**src/rtl/lenet_pkg.sv**
```systemverilog
// Shared types and constants for the LeNet input downscaler: FSM states,
// luma coefficients and the default capture/crop geometry.
package lenet_pkg;

  typedef enum logic [1:0] {
    ST_IDLE       = 2'd0,
    ST_WAIT_FRAME = 2'd1,
    ST_ACCUM      = 2'd2,
    ST_DONE       = 2'd3
  } state_e;

  localparam logic [15:0] COEF_R = 16'd77;
  localparam logic [15:0] COEF_G = 16'd150;
  localparam logic [15:0] COEF_B = 16'd29;

  localparam int DEF_SRC_W   = 640;
  localparam int DEF_SRC_H   = 480;
  localparam int DEF_BLK     = 16;
  localparam int DEF_OUT_DIM = 28;
  localparam int DEF_X0      = 96;
  localparam int DEF_Y0      = 16;

  localparam int PIX_W  = 12;
  localparam int GRAY_W = 8;
  localparam int ACC_W  = 16;
  localparam int ADDR_W = 10;

endpackage

```
**src/rtl/rgb444_to_gray.sv**
```systemverilog
// Stage-1 converter: RGB444 pixel to 8-bit luma, registered on each
// accepted pixel.
module rgb444_to_gray
  import lenet_pkg::*;
(
  input  logic              clk,
  input  logic              rst,
  input  logic              en,
  input  logic [PIX_W-1:0]  pix_data,
  output logic [GRAY_W-1:0] gray_p1_q
);

  // Nibbles are replicated to full 8-bit range before weighting; the
  // weighted sum tops out at 255*256 so 16 bits never overflow.
  function automatic logic [GRAY_W-1:0] to_gray(input logic [PIX_W-1:0] p);
    logic [15:0] rr, gg, bb, sum;
    rr  = {8'd0, p[11:8], p[11:8]};
    gg  = {8'd0, p[7:4], p[7:4]};
    bb  = {8'd0, p[3:0], p[3:0]};
    sum = rr * COEF_R + gg * COEF_G + bb * COEF_B;
    return sum[15:8];
  endfunction

  logic [GRAY_W-1:0] gray_p1_d;

  always_comb begin
    gray_p1_d = gray_p1_q;
    if (en) gray_p1_d = to_gray(pix_data);
  end

  always_ff @(posedge clk or posedge rst) begin
    if (rst) gray_p1_q <= '0;
    else     gray_p1_q <= gray_p1_d;
  end

endmodule

```
**src/rtl/lenet_downscale.sv**
```systemverilog
// Crops a raster RGB444 stream, averages BLKxBLK luma blocks and writes an
// OUT_DIM x OUT_DIM grayscale image into a result buffer, one frame per start.
module lenet_downscale
  import lenet_pkg::*;
#(
  parameter int SRC_W   = DEF_SRC_W,
  parameter int SRC_H   = DEF_SRC_H,
  parameter int BLK     = DEF_BLK,
  parameter int OUT_DIM = DEF_OUT_DIM,
  parameter int X0      = DEF_X0,
  parameter int Y0      = DEF_Y0
) (
  input  logic              clk,
  input  logic              rst,
  input  logic              start,
  input  logic              frame_start,
  input  logic              pix_valid,
  input  logic [PIX_W-1:0]  pix_data,
  output logic              busy,
  output logic              done,
  output logic              out_we,
  output logic [ADDR_W-1:0] out_addr,
  output logic [GRAY_W-1:0] out_data
);

  localparam int XW        = $clog2(SRC_W);
  localparam int YW        = $clog2(SRC_H);
  localparam int CW        = (OUT_DIM > 1) ? $clog2(OUT_DIM) : 1;
  localparam int CROP      = BLK * OUT_DIM;
  localparam int LAST_ADDR = OUT_DIM * OUT_DIM - 1;

  state_e state_q;
  logic   busy_q, done_q;

  logic [XW-1:0] x_q, x_d;
  logic [YW-1:0] y_q, y_d;
  logic [15:0]   xe, ye, dx, dy;
  logic          in_crop, take, fs_clear, discard;

  logic              vld_p1_q, vld_p1_d;
  logic              last_p1_q, last_p1_d;
  logic [CW-1:0]     col_p1_q, col_p1_d;
  logic [ADDR_W-1:0] addr_p1_q, addr_p1_d;
  logic [GRAY_W-1:0] gray_p1;

  logic [ACC_W-1:0]  acc_q [OUT_DIM];
  logic [ACC_W-1:0]  acc_d [OUT_DIM];
  logic [ACC_W-1:0]  acc_sum;
  logic              out_we_q, out_we_d;
  logic [ADDR_W-1:0] out_addr_q, out_addr_d;
  logic [GRAY_W-1:0] out_data_q, out_data_d;

  // Control: busy covers start acceptance through the final write; done is
  // raised in the cycle after the last address leaves the write port.
  always_ff @(posedge clk or posedge rst) begin
    if (rst) begin
      state_q <= ST_IDLE;
      busy_q  <= 1'b0;
      done_q  <= 1'b0;
    end else begin
      done_q <= 1'b0;
      case (state_q)
        ST_IDLE: begin
          if (start) begin
            state_q <= ST_WAIT_FRAME;
            busy_q  <= 1'b1;
          end
        end
        ST_WAIT_FRAME: begin
          if (frame_start) state_q <= ST_ACCUM;
        end
        ST_ACCUM: begin
          if (out_we_q && out_addr_q == ADDR_W'(LAST_ADDR)) begin
            state_q <= ST_DONE;
            busy_q  <= 1'b0;
            done_q  <= 1'b1;
          end
        end
        ST_DONE: state_q <= ST_IDLE;
        default: state_q <= ST_IDLE;
      endcase
    end
  end

  // Stage 0: raster position, crop test and block bookkeeping.
  always_comb begin
    fs_clear = frame_start && (state_q == ST_WAIT_FRAME || state_q == ST_ACCUM);
    discard  = frame_start && (state_q == ST_ACCUM);
    take     = pix_valid && !frame_start && (state_q == ST_ACCUM);

    xe = 16'(x_q);
    ye = 16'(y_q);
    dx = xe - 16'(X0);
    dy = ye - 16'(Y0);
    in_crop = (xe >= 16'(X0)) && (xe < 16'(X0 + CROP)) &&
              (ye >= 16'(Y0)) && (ye < 16'(Y0 + CROP));

    vld_p1_d  = take && in_crop;
    last_p1_d = (dx % 16'(BLK) == 16'(BLK - 1)) && (dy % 16'(BLK) == 16'(BLK - 1));
    col_p1_d  = CW'(dx / 16'(BLK));
    addr_p1_d = ADDR_W'((dy / 16'(BLK)) * 16'(OUT_DIM) + dx / 16'(BLK));

    x_d = x_q;
    y_d = y_q;
    if (fs_clear) begin
      x_d = '0;
      y_d = '0;
    end else if (take) begin
      if (x_q == XW'(SRC_W - 1)) begin
        x_d = '0;
        y_d = (y_q == YW'(SRC_H - 1)) ? '0 : y_q + 1'b1;
      end else begin
        x_d = x_q + 1'b1;
      end
    end
  end

  // Stage 1: luma conversion runs alongside the registered metadata.
  rgb444_to_gray u_gray (
    .clk       (clk),
    .rst       (rst),
    .en        (take),
    .pix_data  (pix_data),
    .gray_p1_q (gray_p1)
  );

  // Stage 2: accumulate; the block's final pixel is folded into the write.
  always_comb begin
    acc_d      = acc_q;
    out_we_d   = 1'b0;
    out_addr_d = out_addr_q;
    out_data_d = out_data_q;
    acc_sum    = acc_q[col_p1_q] + {8'd0, gray_p1};
    if (discard) begin
      for (int i = 0; i < OUT_DIM; i++) acc_d[i] = '0;
    end else if (vld_p1_q) begin
      if (last_p1_q) begin
        acc_d[col_p1_q] = '0;
        out_we_d        = 1'b1;
        out_addr_d      = addr_p1_q;
        out_data_d      = acc_sum[15:8];
      end else begin
        acc_d[col_p1_q] = acc_sum;
      end
    end
  end

  always_ff @(posedge clk or posedge rst) begin
    if (rst) begin
      x_q        <= '0;
      y_q        <= '0;
      vld_p1_q   <= 1'b0;
      last_p1_q  <= 1'b0;
      col_p1_q   <= '0;
      addr_p1_q  <= '0;
      out_we_q   <= 1'b0;
      out_addr_q <= '0;
      out_data_q <= '0;
      for (int i = 0; i < OUT_DIM; i++) acc_q[i] <= '0;
    end else begin
      x_q        <= x_d;
      y_q        <= y_d;
      vld_p1_q   <= vld_p1_d;
      last_p1_q  <= last_p1_d;
      col_p1_q   <= col_p1_d;
      addr_p1_q  <= addr_p1_d;
      out_we_q   <= out_we_d;
      out_addr_q <= out_addr_d;
      out_data_q <= out_data_d;
      acc_q      <= acc_d;
    end
  end

  assign busy     = busy_q;
  assign done     = done_q;
  assign out_we   = out_we_q;
  assign out_addr = out_addr_q;
  assign out_data = out_data_q;

endmodule
```
**config.mk**
```make
export PLATFORM = sky130hd
export DESIGN_NAME = lenet_downscale
export DESIGN_NICKNAME = d
export VERILOG_FILES = /design/src/rtl/lenet_pkg.sv /design/src/rtl/rgb444_to_gray.sv /design/src/rtl/lenet_downscale.sv
export SDC_FILE = /design/constraint.sdc
export NUM_CORES = 2
export LEC_CHECK = 0
export CAP_MARGIN = 20
export CORE_MARGIN = 1
export CORE_UTILIZATION = 49
export CTS_BUF_LIST = sky130_fd_sc_hd__clkbuf_16
export DETAILED_ROUTE_END_ITERATION = 10
export GPL_ROUTABILITY_DRIVEN = 0
export HOLD_SLACK_MARGIN = 0.15
export MAX_ROUTING_LAYER = met4
export PLACE_DENSITY = 0.66
export SLEW_MARGIN = 5
export SYNTH_ARGS = -nofsm -noshare
export SYNTH_HDL_FRONTEND = slang
export SYNTH_SLANG_ARGS = --single-unit
export TNS_END_PERCENT = 20
```
**constraint.sdc**
```tcl
create_clock -name clk -period 22 [get_ports clk]
set_input_delay 4.4 -clock clk [delete_from_list [all_inputs] [get_ports clk]]
set_output_delay 4.4 -clock clk [all_outputs]
set_load 0.05 [all_outputs]
```
; After elaboration in Yosys (flattened, before gate mapping)
; Cells that the tools add are included.
[classes]
bitwise_logic = 4
n_addsub = 8
reduce_logical = 22
n_mul = 4
n_mux = 28
eq_ne = 11
n_lt_le_gt_ge = 6
[op_table]
columns = operator, n
row1 = $mux 448, 3
row2 = $and 448x448->448, 1
row3 = $bwmux 448, 1
row4 = $not 448->448, 1
row5 = $bmux 16 s5, 1
row6 = $demux 16 s5, 1
row7 = $mux 16, 3
row8 = $mux 9, 4
row9 = $mul 8x7->15 const B, 2
row10 = $mux 10, 3
row11 = $eq 10x10->1 const B, 2
row12 = $add 15x16->16, 1
row13 = $add 16x13->16, 1
row14 = $add 16x8->16, 1
row15 = $mul 8x5->13 const B, 1
row16 = $mul 12x3->8 const B, 1
row17 = $logic_and 1x1->1, 11
row18 = $sub 10x7->11 const B, 1
row19 = $add 10x1->10 const B, 1
row20 = $add 10x10->10, 1
row21 = $ge 10x7->1 const B, 1
row22 = $lt 10x10->1 const B, 1
row23 = $sub 9x5->10 const B, 1
row24 = $add 9x1->9 const B, 1
row25 = 21 further kinds, 38
[totals]
word_cells = 124
reg_bits = 515

; Longest topological paths before layout
[depth]
ltp_word = 10
depth_mapped = 26
depth_no_buf = 26

; Cells and area by module
; A second synthesis with hierarchy kept.
[unflattened]
cells_unflattened = 2774
hier_area_um2 = 28371.0
[modules_own_cells]
columns = mod, instances, area_per_inst_um2, cells_per_inst
row1 = lenet_downscale, 1, 25120.3, 2440
row2 = rgb444_to_gray, 1, 3250.6, 334

; Worst setup path after synthesis
; No wires, ideal clock.
[synth_timing]
path_kind = input -> register
start = in pix_data[5]
end = reg u_gray.gray_p1_q[7]
setup_slack_ps = 11791
n_path_buf = 0
arrival_time_ps = 10127
setup_ps = 83
path_stages = 26
cell_sequence = ha_1 -> ha_1 -> ha_1 -> inv_1 -> fa_1 -> inv_1 -> ha_1 -> o21a_1 -> o31ai_1 -> nand2b_1 -> a21oi_1 -> xnor2_1 -> ha_1 -> fa_1 -> inv_1 -> fa_1 -> fa_1 -> inv_1 -> ha_1 -> and2_1 -> a22o_1 -> a311oi_1 -> o31ai_1 -> a21oi_1 -> xor3_1 -> o21ai_0
[synth_via]
elab_chain_len = 3
[synth_lines]
columns = item, line_no
row1 = "start, declared", lenet_downscale.sv:18  ; input logic [PIX_W-1:0] pix_data,
row2 = $mul 8x7->15, rgb444_to_gray.sv:20  ; sum = rr * COEF_R + gg * COEF_G + bb * COEF_B;
row3 = $add 15x16->16, rgb444_to_gray.sv:20
row4 = $add 16x13->16, rgb444_to_gray.sv:20
row5 = "end signal, assigned", rgb444_to_gray.sv:33  ; else gray_p1_q <= gray_p1_d;
row6 = "end, declared", rgb444_to_gray.sv:10  ; output logic [GRAY_W-1:0] gray_p1_q
; No other way between the ends.
; A chain may end at the register's enable or synchronous reset.

; Worst setup path in the final report
; Ends and elaborated chain as after synthesis.

==> flow_metrics.tcl <==
set metrics [dict create \
    first_pass_grt_wire_length_um 131300 \
    finalWirelength_um 82220 \
    reg2reg_depth 16 \
    crit_path_top_delay_cell "clkdlybuf4s50_1" \
    max_freq_mhz 92.24 \
    critical_path_required_ps 22530 \
    critical_path_depth 27 \
    critical_path.most_common_cell "ha_1" \
    setup_total_negative_slack_ps 0 \
    max_slew.worst_pin.slew_ps 1174 \
    worstHoldEndpoint "acc_q[108]" \
    final_antenna_net_count 0 \
    initial_core_util 0.4990 \
    number_of_standard_cell_rows_in_the_floorplan 87 \
    critPathMaxFanout 7 \
    hpwlAfterDp_um 56330 \
    final_net_count 2797 \
    ys_async_sr_fraction 1.000 \
    final_layout_size_suffix_gt1_frac 0.1058 \
    ys_warnings 0 \
    postLayoutSetupSlackWorst_ps 11160 \
    critPathBufInv 5 \
    ys_top_cells_by_area "dfrtp_1 (45%), mux4_2 (7.1%), a22o_1 (6.5%), nand2_1 (5.3%), ha_1 (5.0%)" \
    holdBufCountCts 0 \
    root_buffer_selected_by_cts "clkbuf_16" \
    cell_taking_the_most_area_after_synthesis "dfrtp_1" \
    area_delta_synth_final_pct 9.478 \
    drt-pass1-iter-count 6 \
    synth_top_cell_area_share 0.4536 \
    pin_count 38 \
    core_region_area_um2 56710 \
    drv_cap 0 \
    syn-cell-area_um2 28300 \
    slew_headroom 0.2175 \
    outcome "completed" \
    post_cts_resize_count 0 \
    cts_sinks 513 \
    report.final.hold_viol_count 0 \
    startpoint_type "primary input" \
    worstReg2RegEnd "out_data[2]" \
    r2r-start "addr_p1_q[0]" \
    die_area_um2 58720 \
    routed-via-count 21891 \
    grt_max_degree 185 \
    global_route.usage.total 0.2934 \
    gate_count_post_synth 2646 \
    clk_pin_slew_worst_paths_ps 60 \
    initialDrtViolationCount 2178 \
    worst_voltage_drop_across_the_vdd_grid_mv 0.1270 \
    ctsLongestPathBuffers 3 \
    placed_cells 3304 \
    gr-total-overflow 0 \
    fp.dieW_um 242.3 \
    n_fill_cell 4800 \
    cts_max_level 2 \
    drc 0 \
    tritoncts "done" \
    cts_inserted_buffers 55 \
    port_buffers 37 \
    timing.final.max_slew_violations 0 \
    routedWlPerCell_um 24.10 \
    synth_cell_type_count 73 \
    worstPathArrival_ps 11370 \
    synth.ff_latch_count 513 \
    p_leak_nw 13.91 \
    rsz0062_at_grt "no" \
    post-cts-setup-buffer-count 0 \
    min_from "acc_q[108]" \
    pre_cts_ws_ps 10580 \
    post_drt_via_cell_ratio 6.418 \
    delay_of_the_slowest_critical_path_stage_ps 580 \
    syn_nets 2833 \
    layout.cells.non_filler 3411 \
    clk-insertion-delay-late_ps 620 \
    setup_viol 0 \
    first_global_vias 22363 \
    synth_most_common_cell "dfrtp_1" \
    insertedDiodeCount 0 \
    critPathCaptureType "flop" \
    seq_area_frac_synth 0.4536 \
    synth_enable_flop_cells 0 \
    p_per_area_nw_per_um2 87.67 \
    timing.hold.ws_ps 470.5 \
    min_path_type "flop to flop" \
    worst-setup-path-type "primary input to flop" \
    most_instantiated_cells_after_synthesis "dfrtp_1 (513), nand2_1 (399), a22o_1 (209)" \
    total_chip_power_mw 2.716 \
    r2r_slack_ps 14990 \
    synth_area_per_cell_um2 10.70 \
    final.period_utilization 0.4928 \
    ys.flop_type "dfrtp_1" \
    finalWorstPathRequiredPeriod_ps 10840 \
    hold_path_cells 2 \
    timing.critical_path.max_delay_family "adder cells" \
    antenna_found_initial 0 \
    die_y_um 242.3 \
    final.setup_skew_ps 19.83 \
]
area by class of cell:
| type | instances | area, um2 | share of cell area |
|---|---|---|---|
| multi-input cells | 1820 | 14130 | 0.4562 |
| flip-flops and latches | 513 | 12840 | 0.4146 |
| clock buffers | 57 | 1426 | 0.04603 |
| well taps | 756 | 945.9 | 0.03053 |
| repair buffers | 97 | 892.1 | 0.02879 |
| inverters | 123 | 469.2 | 0.01514 |
| clock inverters | 45 | 271.5 | 0.008763 |
worst max path at each step:
stage	to	from
floorplan	acc_q[0]	rst
global placement	u_gray.gray_p1_q[7]	pix_data[5]
detailed placement	u_gray.gray_p1_q[7]	pix_data[5]
CTS	u_gray.gray_p1_q[7]	pix_data[5]
global route	u_gray.gray_p1_q[7]	pix_data[5]
finish	u_gray.gray_p1_q[7]	pix_data[5]
metrics by stage:
step | cell area [um2] | utilization
final | 30980 | 0.5463
after global routing | 30980 | 0.5463
after CTS | 30900 | 0.5448
after detailed placement | 29200 | 0.5149
after global placement | 29160 | 0.5142
after floorplan | 28300 | -
cell families (layout without fill, tap and decap cells):
kind of cell	count (synthesis)	count (layout)	share of synthesized area
adder cells (fa/ha/maj)	170	170	0.09054
buffers and inverters	313	322	0.04912
AO/OA/AOI/OAI	662	662	0.1665
XOR/XNOR	57	57	0.01817
AND/OR/NAND/NOR	766	766	0.1168
flip-flops	513	513	0.4536
multiplexers	165	165	0.1053
power breakdown:
part / switching (mW) / internal (mW)
sequential: 0.0146 / 0.956
combinational: 0.538 / 0.318
clock: 0.390 / 0.500
layer usage:
metal  track usage  routed length (um)
met4        0.1102                3077
met2        0.4622               39560
met3       0.03922                6053
met1        0.3878               33530
met5             -                   0
layout by cell type, fill, tap and decap left out, drive strengths merged, types with 37 or more instances in the layout:
cell / count
a21oi: 150
a22o: 209
buf: 60
clkbuf: 57
clkdlybuf4s50: 37
dfrtp: 513
fa: 58
ha: 112
inv: 140
mux2i: 48
mux4: 101
nand2: 399
nand3: 73
nor2: 158
nor3: 43
o21ai: 104
o31ai: 92
worst register-to-register path: stages, from the launching register on:
cell      delay, ps
dfrtp_4        1040
buf_4           790
mux4_2          640
mux2i_1         280
o22ai_1         140
nand2_1          90
o221ai_1        140
ha_1            280
fa_1            440
a21o_1          180
a21oi_1         280
o21ai_0         160
o41ai_1         820
nor4_1          320
nor2_2          790
buf_4           370
mux2_2          190
registers in the layout, indices dropped and copies added, names as in the netlist, 3 cells and up:
register          cells
out_addr             10
out_data              8
x_q                  10
col_p1_q              3
acc_q               448
u_gray.gray_p1_q      8
addr_p1_q            10
y_q                   9
Power figures use the tool's default switching activity.
